## src/rtl/gcd_job_arbiter_pkg.sv

```systemverilog
// gcd_job_arbiter_pkg: shared FSM state encoding, default parameters and sizing helper
package gcd_job_arbiter_pkg;
    localparam int DEF_NREQ    = 4;
    localparam int DEF_W       = 8;
    localparam int DEF_PRESET  = 2;
    localparam int DEF_SETUP   = 2;
    localparam int DEF_ENTER   = 1;
    localparam int DEF_TIMEOUT = 1023;

    typedef enum logic [3:0] {
        ST_IDLE = 4'd0,
        ST_PRST = 4'd1,
        ST_SETX = 4'd2,
        ST_ENTX = 4'd3,
        ST_SETY = 4'd4,
        ST_ENTY = 4'd5,
        ST_RUN  = 4'd6,
        ST_DONE = 4'd7
    } state_e;

    function automatic int max4(input int a, input int b, input int c, input int d);
        int m;
        m = a;
        m = (b > m) ? b : m;
        m = (c > m) ? c : m;
        m = (d > m) ? d : m;
        return m;
    endfunction
endpackage

```

## src/rtl/gcd_job_arbiter_rr_arbiter.sv

```systemverilog
// gcd_job_arbiter_rr_arbiter: combinational round-robin pick of the lowest requester at/after ptr
//   req   : pending requests
//   ptr   : first index to consider
//   grant : one-hot winner, idx : winner index, valid : any request pending
module gcd_job_arbiter_rr_arbiter #(
    parameter int NREQ = 4,
    parameter int PW   = $clog2(NREQ)
) (
    input  logic [NREQ-1:0] req,
    input  logic [PW-1:0]   ptr,
    output logic [NREQ-1:0] grant,
    output logic [PW-1:0]   idx,
    output logic            valid
);
    logic [PW-1:0] j;

    // Scan offsets from the farthest down to zero so the nearest request at/after ptr wins last.
    always_comb begin
        j     = '0;
        idx   = '0;
        valid = 1'b0;
        for (int i = NREQ - 1; i >= 0; i--) begin
            j = PW'((int'(ptr) + i) % NREQ);
            if (req[j]) begin
                idx   = j;
                valid = 1'b1;
            end
        end
        grant = valid ? (NREQ'(1) << idx) : '0;
    end
endmodule

```

## src/rtl/gcd_job_arbiter.sv

```systemverilog
// gcd_job_arbiter: shares one GCD processor between NREQ requesters, sequencing reset/X/Y/run per job
//   clock, reset (sync, active-low)
//   req/req_x/req_y        : requester jobs, operands packed W bits per requester
//   ack/resp_data/resp_err : one-cycle completion pulse with result or error
//   busy                   : job in progress
//   proc_*                 : sole driver/observer of the processor (reset/enter active-low)
module gcd_job_arbiter
    import gcd_job_arbiter_pkg::*;
#(
    parameter int NREQ          = DEF_NREQ,
    parameter int W             = DEF_W,
    parameter int PRESET_CYCLES = DEF_PRESET,
    parameter int SETUP_CYCLES  = DEF_SETUP,
    parameter int ENTER_CYCLES  = DEF_ENTER,
    parameter int TIMEOUT       = DEF_TIMEOUT
) (
    input  logic              clock,
    input  logic              reset,
    input  logic [NREQ-1:0]   req,
    input  logic [NREQ*W-1:0] req_x,
    input  logic [NREQ*W-1:0] req_y,
    output logic [NREQ-1:0]   ack,
    output logic [W-1:0]      resp_data,
    output logic              resp_err,
    output logic              busy,
    output logic              proc_reset,
    output logic              proc_enter,
    output logic [W-1:0]      proc_data_in,
    input  logic [W-1:0]      proc_data_out,
    input  logic              proc_halt
);
    localparam int PW = $clog2(NREQ);
    localparam int CW = $clog2(max4(TIMEOUT, PRESET_CYCLES, SETUP_CYCLES, ENTER_CYCLES) + 1);

    state_e          state_q, state_d;
    logic [CW-1:0]   cnt_q, cnt_d;
    logic [PW-1:0]   idx_q, idx_d, ptr_q, ptr_d;
    logic [W-1:0]    x_q, x_d, y_q, y_d;
    logic [NREQ-1:0] ack_q, ack_d;
    logic [W-1:0]    resp_data_q, resp_data_d, proc_data_in_q, proc_data_in_d;
    logic            resp_err_q, resp_err_d, busy_q, busy_d;
    logic            proc_reset_q, proc_reset_d, proc_enter_q, proc_enter_d;

    logic [NREQ-1:0] g_grant;
    logic [PW-1:0]   g_idx;
    logic            g_valid;
    logic [W-1:0]    x_sel, y_sel;
    logic            cnt_z;

    gcd_job_arbiter_rr_arbiter #(.NREQ(NREQ), .PW(PW)) u_rr (
        .req   (req),
        .ptr   (ptr_q),
        .grant (g_grant),
        .idx   (g_idx),
        .valid (g_valid)
    );

    always_comb begin
        x_sel = '0;
        y_sel = '0;
        for (int i = 0; i < NREQ; i++) begin
            if (g_idx == PW'(i)) begin
                x_sel = req_x[i*W +: W];
                y_sel = req_y[i*W +: W];
            end
        end
    end

    // Each timed state stays while the shared counter is nonzero; every exit reloads it for the next state.
    always_comb begin
        state_d        = state_q;
        cnt_d          = cnt_q;
        idx_d          = idx_q;
        ptr_d          = ptr_q;
        x_d            = x_q;
        y_d            = y_q;
        ack_d          = ack_q;
        resp_data_d    = resp_data_q;
        resp_err_d     = resp_err_q;
        busy_d         = busy_q;
        proc_reset_d   = proc_reset_q;
        proc_enter_d   = proc_enter_q;
        proc_data_in_d = proc_data_in_q;
        cnt_z          = (cnt_q == '0);
        case (state_q)
            ST_IDLE: begin
                proc_reset_d = 1'b0;
                proc_enter_d = 1'b1;
                if (g_valid) begin
                    idx_d  = g_idx;
                    x_d    = x_sel;
                    y_d    = y_sel;
                    busy_d = 1'b1;
                    if (x_sel == '0 || y_sel == '0) begin
                        state_d     = ST_DONE;
                        ack_d       = g_grant;
                        resp_err_d  = 1'b1;
                        resp_data_d = '0;
                    end else begin
                        state_d = ST_PRST;
                        cnt_d   = CW'(PRESET_CYCLES - 1);
                    end
                end
            end
            ST_PRST: begin
                if (cnt_z) begin
                    state_d        = ST_SETX;
                    cnt_d          = CW'(SETUP_CYCLES - 1);
                    proc_reset_d   = 1'b1;
                    proc_data_in_d = x_q;
                end else cnt_d = cnt_q - 1'b1;
            end
            ST_SETX: begin
                if (cnt_z) begin
                    state_d      = ST_ENTX;
                    cnt_d        = CW'(ENTER_CYCLES - 1);
                    proc_enter_d = 1'b0;
                end else cnt_d = cnt_q - 1'b1;
            end
            ST_ENTX: begin
                if (cnt_z) begin
                    state_d        = ST_SETY;
                    cnt_d          = CW'(SETUP_CYCLES - 1);
                    proc_enter_d   = 1'b1;
                    proc_data_in_d = y_q;
                end else cnt_d = cnt_q - 1'b1;
            end
            ST_SETY: begin
                if (cnt_z) begin
                    state_d      = ST_ENTY;
                    cnt_d        = CW'(ENTER_CYCLES - 1);
                    proc_enter_d = 1'b0;
                end else cnt_d = cnt_q - 1'b1;
            end
            ST_ENTY: begin
                if (cnt_z) begin
                    state_d      = ST_RUN;
                    cnt_d        = CW'(TIMEOUT - 1);
                    proc_enter_d = 1'b1;
                end else cnt_d = cnt_q - 1'b1;
            end
            ST_RUN: begin
                if (proc_halt || cnt_z) begin
                    state_d     = ST_DONE;
                    ack_d       = NREQ'(1) << idx_q;
                    resp_err_d  = !proc_halt;
                    resp_data_d = proc_halt ? proc_data_out : '0;
                end else cnt_d = cnt_q - 1'b1;
            end
            ST_DONE: begin
                state_d      = ST_IDLE;
                ack_d        = '0;
                resp_data_d  = '0;
                resp_err_d   = 1'b0;
                busy_d       = 1'b0;
                proc_reset_d = 1'b0;
                ptr_d        = (idx_q == PW'(NREQ - 1)) ? '0 : idx_q + 1'b1;
            end
            default: state_d = ST_IDLE;
        endcase
    end

    always_ff @(posedge clock) begin
        if (!reset) begin
            state_q        <= ST_IDLE;
            cnt_q          <= '0;
            idx_q          <= '0;
            ptr_q          <= '0;
            x_q            <= '0;
            y_q            <= '0;
            ack_q          <= '0;
            resp_data_q    <= '0;
            resp_err_q     <= 1'b0;
            busy_q         <= 1'b0;
            proc_reset_q   <= 1'b0;
            proc_enter_q   <= 1'b1;
            proc_data_in_q <= '0;
        end else begin
            state_q        <= state_d;
            cnt_q          <= cnt_d;
            idx_q          <= idx_d;
            ptr_q          <= ptr_d;
            x_q            <= x_d;
            y_q            <= y_d;
            ack_q          <= ack_d;
            resp_data_q    <= resp_data_d;
            resp_err_q     <= resp_err_d;
            busy_q         <= busy_d;
            proc_reset_q   <= proc_reset_d;
            proc_enter_q   <= proc_enter_d;
            proc_data_in_q <= proc_data_in_d;
        end
    end

    assign ack          = ack_q;
    assign resp_data    = resp_data_q;
    assign resp_err     = resp_err_q;
    assign busy         = busy_q;
    assign proc_reset   = proc_reset_q;
    assign proc_enter   = proc_enter_q;
    assign proc_data_in = proc_data_in_q;
endmodule

```

## config.mk

```make
export PLATFORM = sky130hd
export DESIGN_NAME = gcd_job_arbiter
export DESIGN_NICKNAME = d
export VERILOG_FILES = /design/src/rtl/gcd_job_arbiter_pkg.sv /design/src/rtl/gcd_job_arbiter_rr_arbiter.sv /design/src/rtl/gcd_job_arbiter.sv
export SDC_FILE = /design/constraint.sdc
export NUM_CORES = 1
export LEC_CHECK = 0
export ABC_CLOCK_PERIOD_IN_PS = 2840
export BUFFER_PORTS_ARGS = -buffer_cell sky130_fd_sc_hd__buf_2
export CAP_MARGIN = 20
export CORE_AREA = 2 2 95 97
export DETAILED_ROUTE_END_ITERATION = 7
export DIE_AREA = 0 0 97 99
export PLACE_DENSITY = 0.66
export SLEW_MARGIN = 25
export SYNTH_ARGS = -nofsm -noshare
export SYNTH_HDL_FRONTEND = slang
export SYNTH_HIERARCHICAL = 1
export SYNTH_SLANG_ARGS = --single-unit
```

## constraint.sdc

```tcl
create_clock -name clock -period 2.84 [get_ports clock]
set_input_delay 0.568 -clock clock [delete_from_list [all_inputs] [get_ports clock]]
set_output_delay 0.568 -clock clock [all_outputs]
set_load 0.01 [all_outputs]
```

==> results.md, run 1 <==
- First-pass GRT wire length: 15.35 mm
- Vias per cell: 5.604
- Hold crit path type: in -> reg
- Distinct cells, synth: 58
- Grt ovf: 0
- Core ar.: 0.008551 mm2
- VDD IR max: 0.4461 mV
- H-tree Lvls: 3
- DRT Pass-1 Iters: 4
- CP Capture Type: flip-flop
- Slew Viols, Final: 0
- Die width: 97 um
- Synth Area in XOR/XNOR: 0.002604
- RSZ-0062 raised after global routing: yes
- Crit share post-route: 1.005
- Largest family of logic cells by synthesized area: compound AO/OA/AOI/OAI gates
- Die Y: 99 um
- Initial Util: 0.3933
- Failing checks: setup timing
- Top-Level Pins: 103
- Switching pwr: 1589 uW
- Area leader, netlist: dfxtp_1
- Largest fanout on the critical path: 8
- Setup slack, reg-to-reg: -10 ps
- Setup TNS: -64.02 ps
- Ys async rst share: 0
- Hold-fix buffers at CTS: 0
- Post-Syn Area per Cell: 8.804 um2
- Initial antenna violation count: 0
- Sw Share: 0.4016
- Final Skew: 13.65 ps
- CTS Buffer Depth: 2
- Synth area leaders: dfxtp_1 34%, mux4_2 11%, nand2_1 5.8%, a21oi_1 4.5%, nor2_1 3.1%
- Flop pwr share: 0.306
- # diodes: 0
- Setup crit start kind: flip-flop
- Final ANT Viol Nets: 0
- Inserted Clock Buffers: 9
- CTS sink cnt: 57
- Worst-skew pair later-pin latency: 350 ps
- Synth Area in Compound Gates: 0.2481
- Hpwl dp: 6.885 mm
- PD cells: 863.8 mW/mm2
- Number of synthesized flops with an enable pin: 0
- Post-Synth Adder-Cell Area: 0.02232
- Root Buffer: clkbuf_8
- Vias after detailed routing: between 3000 and 4000
- Share of the synthesized area in the top cell type: 0.3393
- Worst slack at placement: -456.0 ps
- CTS tree: built
- Top_reg_cell synth: dfxtp_1
- Max-Cap Viols: 0
- Total internal power: 2367 uW
- Total GRT Usage: 0.1960
- Final wirelength: 9.378 mm
- Post-synth design cell area: 0.003363 mm2
- Combinational power share: 0.454
- Simple-gate share of the synthesized area: 0.1927
- DRT iter0 DRCs: 117
- DIE AREA: 0.009603 mm2
- Yosys synthesis warning count: 6
- Input/output buffers: 102
- Final net count: a little under 600
- Largest net degree at the start of global routing: 28
- Synthesized net count: around 470
- Final Hold Vio Count: 0
- Avg WL per Cell: 15.40 um
- Global placement routability congestion: approximately 0.83
- Cells after Synth: 382
- Fmax achieved: between 300 and 400 MHz
- Mux cell area share after synthesis: 0.1343
- Clock transition at the registers of the reported paths: 70 ps
- Register area share after synthesis: 0.3393
- Endpoints failing setup: 10
- Cell Rows: 34
- Worst Slack Setup Final: -13.58 ps
- Required time of the critical path: 3120 ps
- Layout cells sized above 1: 0.3972
- Tmin final: 2854 ps
- # DRC: 0
- Layout area overhead: 36.16%
- Critical path class: reg -> reg
- Clock share of power: 0.241
- Worst relative slew slack: 0.5642
- CP arrival: 3140 ps
- #FFs+latches synth: 57
- Least-Margin Pin Slew: 648.2 ps
- Status: complete, but fails checks
- Pleak: 0.002008 uW
- Vias in the first global route: 3241
registers in the layout, summed over array words and instances (netlist names):
name          flops
resp_err          1
state_q           3
resp_data         8
proc_data_in      8
ack               4
y_q               8
x_q               8
proc_enter        1
idx_q             2
cnt_q            10
busy              1
proc_reset        1
ptr_q             2
metrics by stage:
stage	hold slack (ps)	cell area (um2)	total power (uW)	util	std cells
after floorplan	435.7	3401	2463	-	382
after global placement	430.2	4120	2901	0.4819	586
after detailed placement	442.3	4120	2933	0.4819	586
after CTS	407.5	4469	3920	0.5227	606
after global routing	419.8	4579	4255	0.5356	609
final	422.8	4579	3956	0.5356	609
logic make-up (layout without fill, tap and decap cells):
group	count (synthesis)	in the layout
AOI/OAI and AO/OA	116	116
xor gates and xnor gates	1	1
adders and majority gates	6	6
buffers and inverters	43	162
DFF	57	57
muxes	25	25
and+or+nand+nor	134	134
power by group through the flow:
stage               sequential, uW  clock, uW  combinational (uW)
finish                        1210        952                1790
CTS                           1210        972                1740
detailed placement            1220          0                1710
floorplan                     1160          0                1300
global route                  1250       1010                2000
global placement              1220          0                1680
final timing paths:
check                        startpoint                         to  cells after the start
setup / recovery  ptr_q[1]$_SDFFE_PN0P_    state_q[1]$_SDFFE_PN0P_                     11
hold / removal         proc_data_out[7]  resp_data[7]$_SDFFE_PN0P_                      2
setup reg to reg  ptr_q[1]$_SDFFE_PN0P_    state_q[1]$_SDFFE_PN0P_                     11
hold reg to reg   resp_err$_SDFFE_PN0P_      resp_err$_SDFFE_PN0P_                      2
metal layers:
layer	global-route usage	up-vias	wire, um
met3	0.04255	14	526
met1	0.2347	1611	3846
met5	0	-	0
met2	0.3419	121	4802
li1	-	1667	-
met4	0.08126	0	202
cells in the final DEF (no fill, tap or decap), drive strengths merged, types with 2 or more instances in the layout:
master / instances
buf: 136
dfxtp: 57
nand2: 52
a21oi: 31
nor2: 29
mux4: 16
a211oi: 13
o21ai: 13
and2: 11
inv: 11
clkbuf: 10
nor3: 8
mux2i: 8
a32o: 8
nor4: 7
o221a: 7
a22oi: 6
ha: 6
o21a: 5
and3: 5
nand3: 5
o31a: 4
a32oi: 4
o22ai: 4
a221oi: 4
bufinv: 3
or4: 3
or2: 3
nand2b: 3
or3: 2
o211ai: 2
o31ai: 2
nor3b: 2
a21o: 2
a31oi: 2
clkinv: 2
nor2b: 2
a2111oi: 2
worst max-delay path, stage by stage, from the launching register on:
cell and delay [ps]:
dfxtp_4 390, nor2_4 40, o21bai_4 160, a221oi_4 310, buf_12 180, mux4_2 540, nor4_4 320, buf_4 170
a22o_4 170, buf_12 120, and2_4 190, o221a_4 190
cells in the mapped netlist (2+ instances only):
cell type	count
buf_2	7
or3_1	2
o221a_2	7
nand3_1	5
buf_6	3
buf_4	3
a21o_1	2
nand2b_1	3
clkbuf_1	18
o31a_1	4
a31oi_1	2
a32oi_1	4
nor3b_1	2
a221oi_1	3
or2_2	2
o31ai_1	2
and3_1	5
or4_1	2
inv_1	9
nand2_1	52
o21a_1	5
buf_1	3
a21oi_1	30
a32o_1	8
mux2i_1	8
a211oi_1	13
nor3_1	8
and2_1	11
o21ai_0	12
nor2_1	28
nor4_1	6
ha_1	6
a22oi_1	6
nor2b_1	2
o211ai_1	2
mux4_2	16
dfxtp_1	57
o22ai_1	4
area by class of cell:
type	instances	area, um2
fillers	791	3971
multi-input cells	282	2173
flip-flops and latches	57	1149
repair buffers	137	839.6
well taps	108	135.1
clock inverters	7	125.1
clock buffers	9	123.9
inverters	9	33.78
repair_timing:
item / in CTS / in global routing
buffers inserted: 3 / 3
gates resized for setup: 13 / 19
setup endpoints to repair: 25 / 24
gates cloned: 1 / 1
pin swaps: 2 / 6
(Power assumes the default switching activity.)
==> run 2, diff against run 1 <==
- ABC_AREA: not set -> 1
- CORE_AREA: 2 2 95 97 -> 2 2 99 101
- DIE_AREA: 0 0 97 99 -> 0 0 101 103
- PLACE_DENSITY: 0.66 -> 0.65
==> run 2 against run 1 <==
Against the previous run:
- the run now ends clean
- fmax up 3.0%
- clock power down 31%
- global-route usage down 0.66 points
- first-iteration DRC count up 18%
- critical path type unchanged
- critical endpoint is now cnt_q[9]$_SDFFE_PN0P_
==> results.md, run 2 <==
- Worst relative slew slack: 0.5326 (was 0.5642)
- Root Buffer: clkbuf_8 (unchanged)
- Status: completed (was complete, but fails checks)
- CP Capture Type: flip-flop (unchanged)
- Most Used Layer, Global Route: met2 (unchanged)
- # diodes: 0 (unchanged)
- Least-Margin Pin Slew: 699.4 ps (was 648.2 ps)
- Fmax achieved: 361.0 MHz (was 350.4 MHz)
- Die Y: 103 um (was 99 um)
- Clock transition at the registers of the reported paths: 70 ps (about the same)
- Worst slack at placement: -83.37 ps (was -456.0 ps)
- # DRC: 0 (unchanged)
- Setup slack, reg-to-reg: 70 ps (was -10 ps)
- Cells after Synth: 571 (was 382)
- Vias in the first global route: 3596 (was 3241)
- Reg2reg path depth: 24 (was 11)
- Hold-fix buffers at CTS: 0 (unchanged)
- Crit share post-route: 0.9754 (was 1.005)
- Register area share after synthesis: 0.3123 (was 0.3393)
- Top-Level Pins: 103 (unchanged)
- Final net count: 793 (was 581)
- VDD IR max: 0.2908 mV (was 0.4461 mV)
- Post-Syn Area per Cell: 6.398 um2 (was 8.804 um2)
- Yosys synthesis warning count: 6 (unchanged)
- Largest fanout on the critical path: 8 (unchanged)
- Register with the most flip-flops: cnt_q (unchanged)
- Tmin final: 2770 ps (was 2854 ps)
- Layout area overhead: 35.38% (was 36.16%)
- Input/output buffers: 102 (unchanged)
- Avg WL per Cell: 12.50 um (was 15.40 um)
- Area leader, netlist: dfxtp_1 (unchanged)
- Most common cell in the netlist: nand2_1 (was dfxtp_1)
- CP arrival: 3000 ps (was 3140 ps)
- Critical path class: reg -> reg (unchanged)
- Synthesized net count: 656 (was 467)
- Number of synthesized flops with an enable pin: 0 (unchanged)
- Share of the synthesized area in the top cell type: 0.3123 (was 0.3393)
- DRT iter0 DRCs: 138 (was 117)
- H-tree Lvls: 3 (unchanged)
- Vias per cell: 4.969 (was 5.604)
- Final wirelength: 10.34 mm (was 9.378 mm)
- #FFs+latches synth: 57 (unchanged)
- Hold depth: 2 (unchanged)
- Filler cell count: 960 (was 791)
- Top_reg_cell synth: dfxtp_1 (unchanged)
- Die width: 101 um (was 97 um)
- Initial antenna violation count: 0 (unchanged)
- Endpoints failing setup: 0 (was 10)
- Cell Rows: 36 (was 34)
- Power, Total: 3846 uW (was 3956 uW)
- Layout cells sized above 1: 0.3520 (was 0.3972)
- Met2 Resource Use GR: 0.3456 (was 0.3419)
- Core ar.: 0.009459 mm2 (was 0.008551 mm2)
- Worst-skew pair later-pin latency: 340 ps (was 350 ps)
- Grt ovf: 0 (unchanged)
- Top cells by instance count after synthesis: 142 x nand2_1, 66 x nor2_1, 64 x nand3_1 (was 57 x dfxtp_1, 52 x nand2_1, 30 x a21oi_1)
- Final core utilization: 0.5229 (was 0.5356)
- First-pass GRT wire length: 15.82 mm (was 15.35 mm)
- DIE AREA: 0.01040 mm2 (was 0.009603 mm2)
- Setup crit start kind: flip-flop (unchanged)
- CTS tree: built (unchanged)
- Required time of the critical path: 3070 ps (was 3120 ps)
- Max-Cap Viols: 0 (unchanged)
- Hold crit path type: reg -> reg (was in -> reg)
- Distinct cells, synth: 37 (was 58)
- Slew Viols, Final: 0 (unchanged)
- Total GRT Usage: 0.1895 (was 0.1960)
- Ys async rst share: 0 (unchanged)
- RR Endpoint: cnt_q[9]$_SDFFE_PN0P_ (was state_q[1]$_SDFFE_PN0P_)
- CTS sink cnt: 57 (unchanged)
- Inserted Clock Buffers: 9 (unchanged)
- Final Hold Vio Count: 0 (unchanged)
- CTS Buffer Depth: 2 (unchanged)
- CP startpoint: ptr_q[0]$_SDFFE_PN0P_ (was ptr_q[1]$_SDFFE_PN0P_)
- PD cells: 777.6 mW/mm2 (was 863.8 mW/mm2)
- Worst Slack Setup Final: 69.80 ps (was -13.58 ps)
- Pleak: 0.002503 uW (was 0.002008 uW)
- Largest register FFs: 10 (unchanged)
- RSZ-0062 raised after global routing: yes (unchanged)
- Initial Util: 0.3862 (was 0.3933)
- DRT Pass-1 Iters: 4 (unchanged)
- Crit path to: cnt_q[9]$_SDFFE_PN0P_ (was state_q[1]$_SDFFE_PN0P_)
- Final ANT Viol Nets: 0 (unchanged)
- Largest net degree at the start of global routing: 43 (was 28)
- Post-synth design cell area: 0.003654 mm2 (was 0.003363 mm2)
- Final Skew: 6.275 ps (was 13.65 ps)
- Global placement routability congestion: 0.8820 (was 0.8293)
- M1 GR Usage: 0.2199 (was 0.2347)
- Synth area leaders: dfxtp_1 31%, nand2_1 15%, nand3_1 8.8%, o21ai_0 6.8%, nor2_1 6.8% (was dfxtp_1 34%, mux4_2 11%, nand2_1 5.8%, a21oi_1 4.5%, nor2_1 3.1%)
- Leading cell type in the layout, fill and taps excluded: nand2_1 (was buf_2)
- Commonest cells after routing, fill and taps aside: 116 x nand2_1, 102 x buf_2, 62 x nor2_1 (was 102 x buf_2, 55 x dfxtp_1, 52 x nand2_1)
- Vias after detailed routing: 4109 (was 3413)
- Worst r2r src: ptr_q[0]$_SDFFE_PN0P_ (was ptr_q[1]$_SDFFE_PN0P_)
- Hpwl dp: 7.396 mm (was 6.885 mm)
- M3 GR Usage: 0.04542 (was 0.04255)
## run 2: report_power, final
group	switching (uW)	leakage (uW)	internal, uW
registers	195	0.000469	1070
logic	1130	0.00195	795
clock network	341	0.0000814	313
total	1670	0.00250	2180
## run 2: cell type report
cell class / instances / area [um2] / area share
tap: 114 / 142.6 / 0.02884
sequential: 57 / 1149 / 0.2322
multi-input combinational: 440 / 2332 / 0.4715
clock buffer: 9 / 123.9 / 0.02504
clock inverter: 7 / 46.29 / 0.009360
timing repair buffer: 150 / 953.4 / 0.1928
inverter: 50 / 198.9 / 0.04022
## run 2: kinds of logic (layout without fill, tap and decap cells)
logic type	after synthesis	after routing	synth area share
adder cells (fa/ha/maj)	6	6	0.02055
AND/OR/NAND/NOR	315	317	0.3880
AO/OA/AOI/OAI	111	111	0.1640
buffers and inverters	76	216	0.1007
flip-flops	57	57	0.3123
XOR/XNOR	6	6	0.01439
## run 2: through the flow
step           cells  TNS, ps  cell area, um2  hold WS, ps
2_1_floorplan    571        0            3654        443.7
3_3_place_gp     791   -367.7            4382        455.9
3_5_place_dp     791    -1376            4382        462.8
4_1_cts          807        0            4553        472.3
5_1_grt          827    -1114            4946        502.6
6_report         827        0            4946        466.8
## run 2: worst min path at each step
| stage | end | slack (ps) | startpoint |
|---|---|---|---|
| detailed placement | cnt_q[0]$_SDFFE_PN0P_ | 460 | cnt_q[0]$_SDFFE_PN0P_ |
| finish | cnt_q[0]$_SDFFE_PN0P_ | 470 | cnt_q[0]$_SDFFE_PN0P_ |
| global route | cnt_q[0]$_SDFFE_PN0P_ | 500 | cnt_q[0]$_SDFFE_PN0P_ |
| global placement | resp_data[6]$_SDFFE_PN0P_ | 460 | resp_data[6]$_SDFFE_PN0P_ |
| floorplan | cnt_q[0]$_SDFFE_PN0P_ | 440 | cnt_q[0]$_SDFFE_PN0P_ |
| CTS | cnt_q[0]$_SDFFE_PN0P_ | 470 | cnt_q[0]$_SDFFE_PN0P_ |
## run 2: critical path: stages, from the launching register on
cell and delay (ps):
dfxtp_4 410, inv_6 60, nand2_2 50, nand2_2 60
nand2_2 70, nand2_1 40, nand3_1 60, nand2_1 60
nand2_2 80, clkinvlp_4 130, buf_12 160, nor2_8 180
buf_6 120, nand2_1 60, nand3_1 130, nand2_2 80
nand2_2 60, nor2_2 40, nand2_2 80, nand2_4 90
a21boi_4 290, clkbuf_16 200, nand2_1 40, nand2_1 50
nor2_1 40
## run 2: routing by layer
layer / vias up / share of wire
met5: - / 0
met4: 0 / 0.012
met3: 12 / 0.056
met2: 107 / 0.50
met1: 1854 / 0.43
li1: 2136 / -
## run 2: what timing repair did
action | in CTS | in global routing
setup endpoints to repair | 5 | 23
setup buffers | 0 | 16
gates cloned | 0 | 4
resized for setup | 1 | 67
pin swaps | 0 | 9
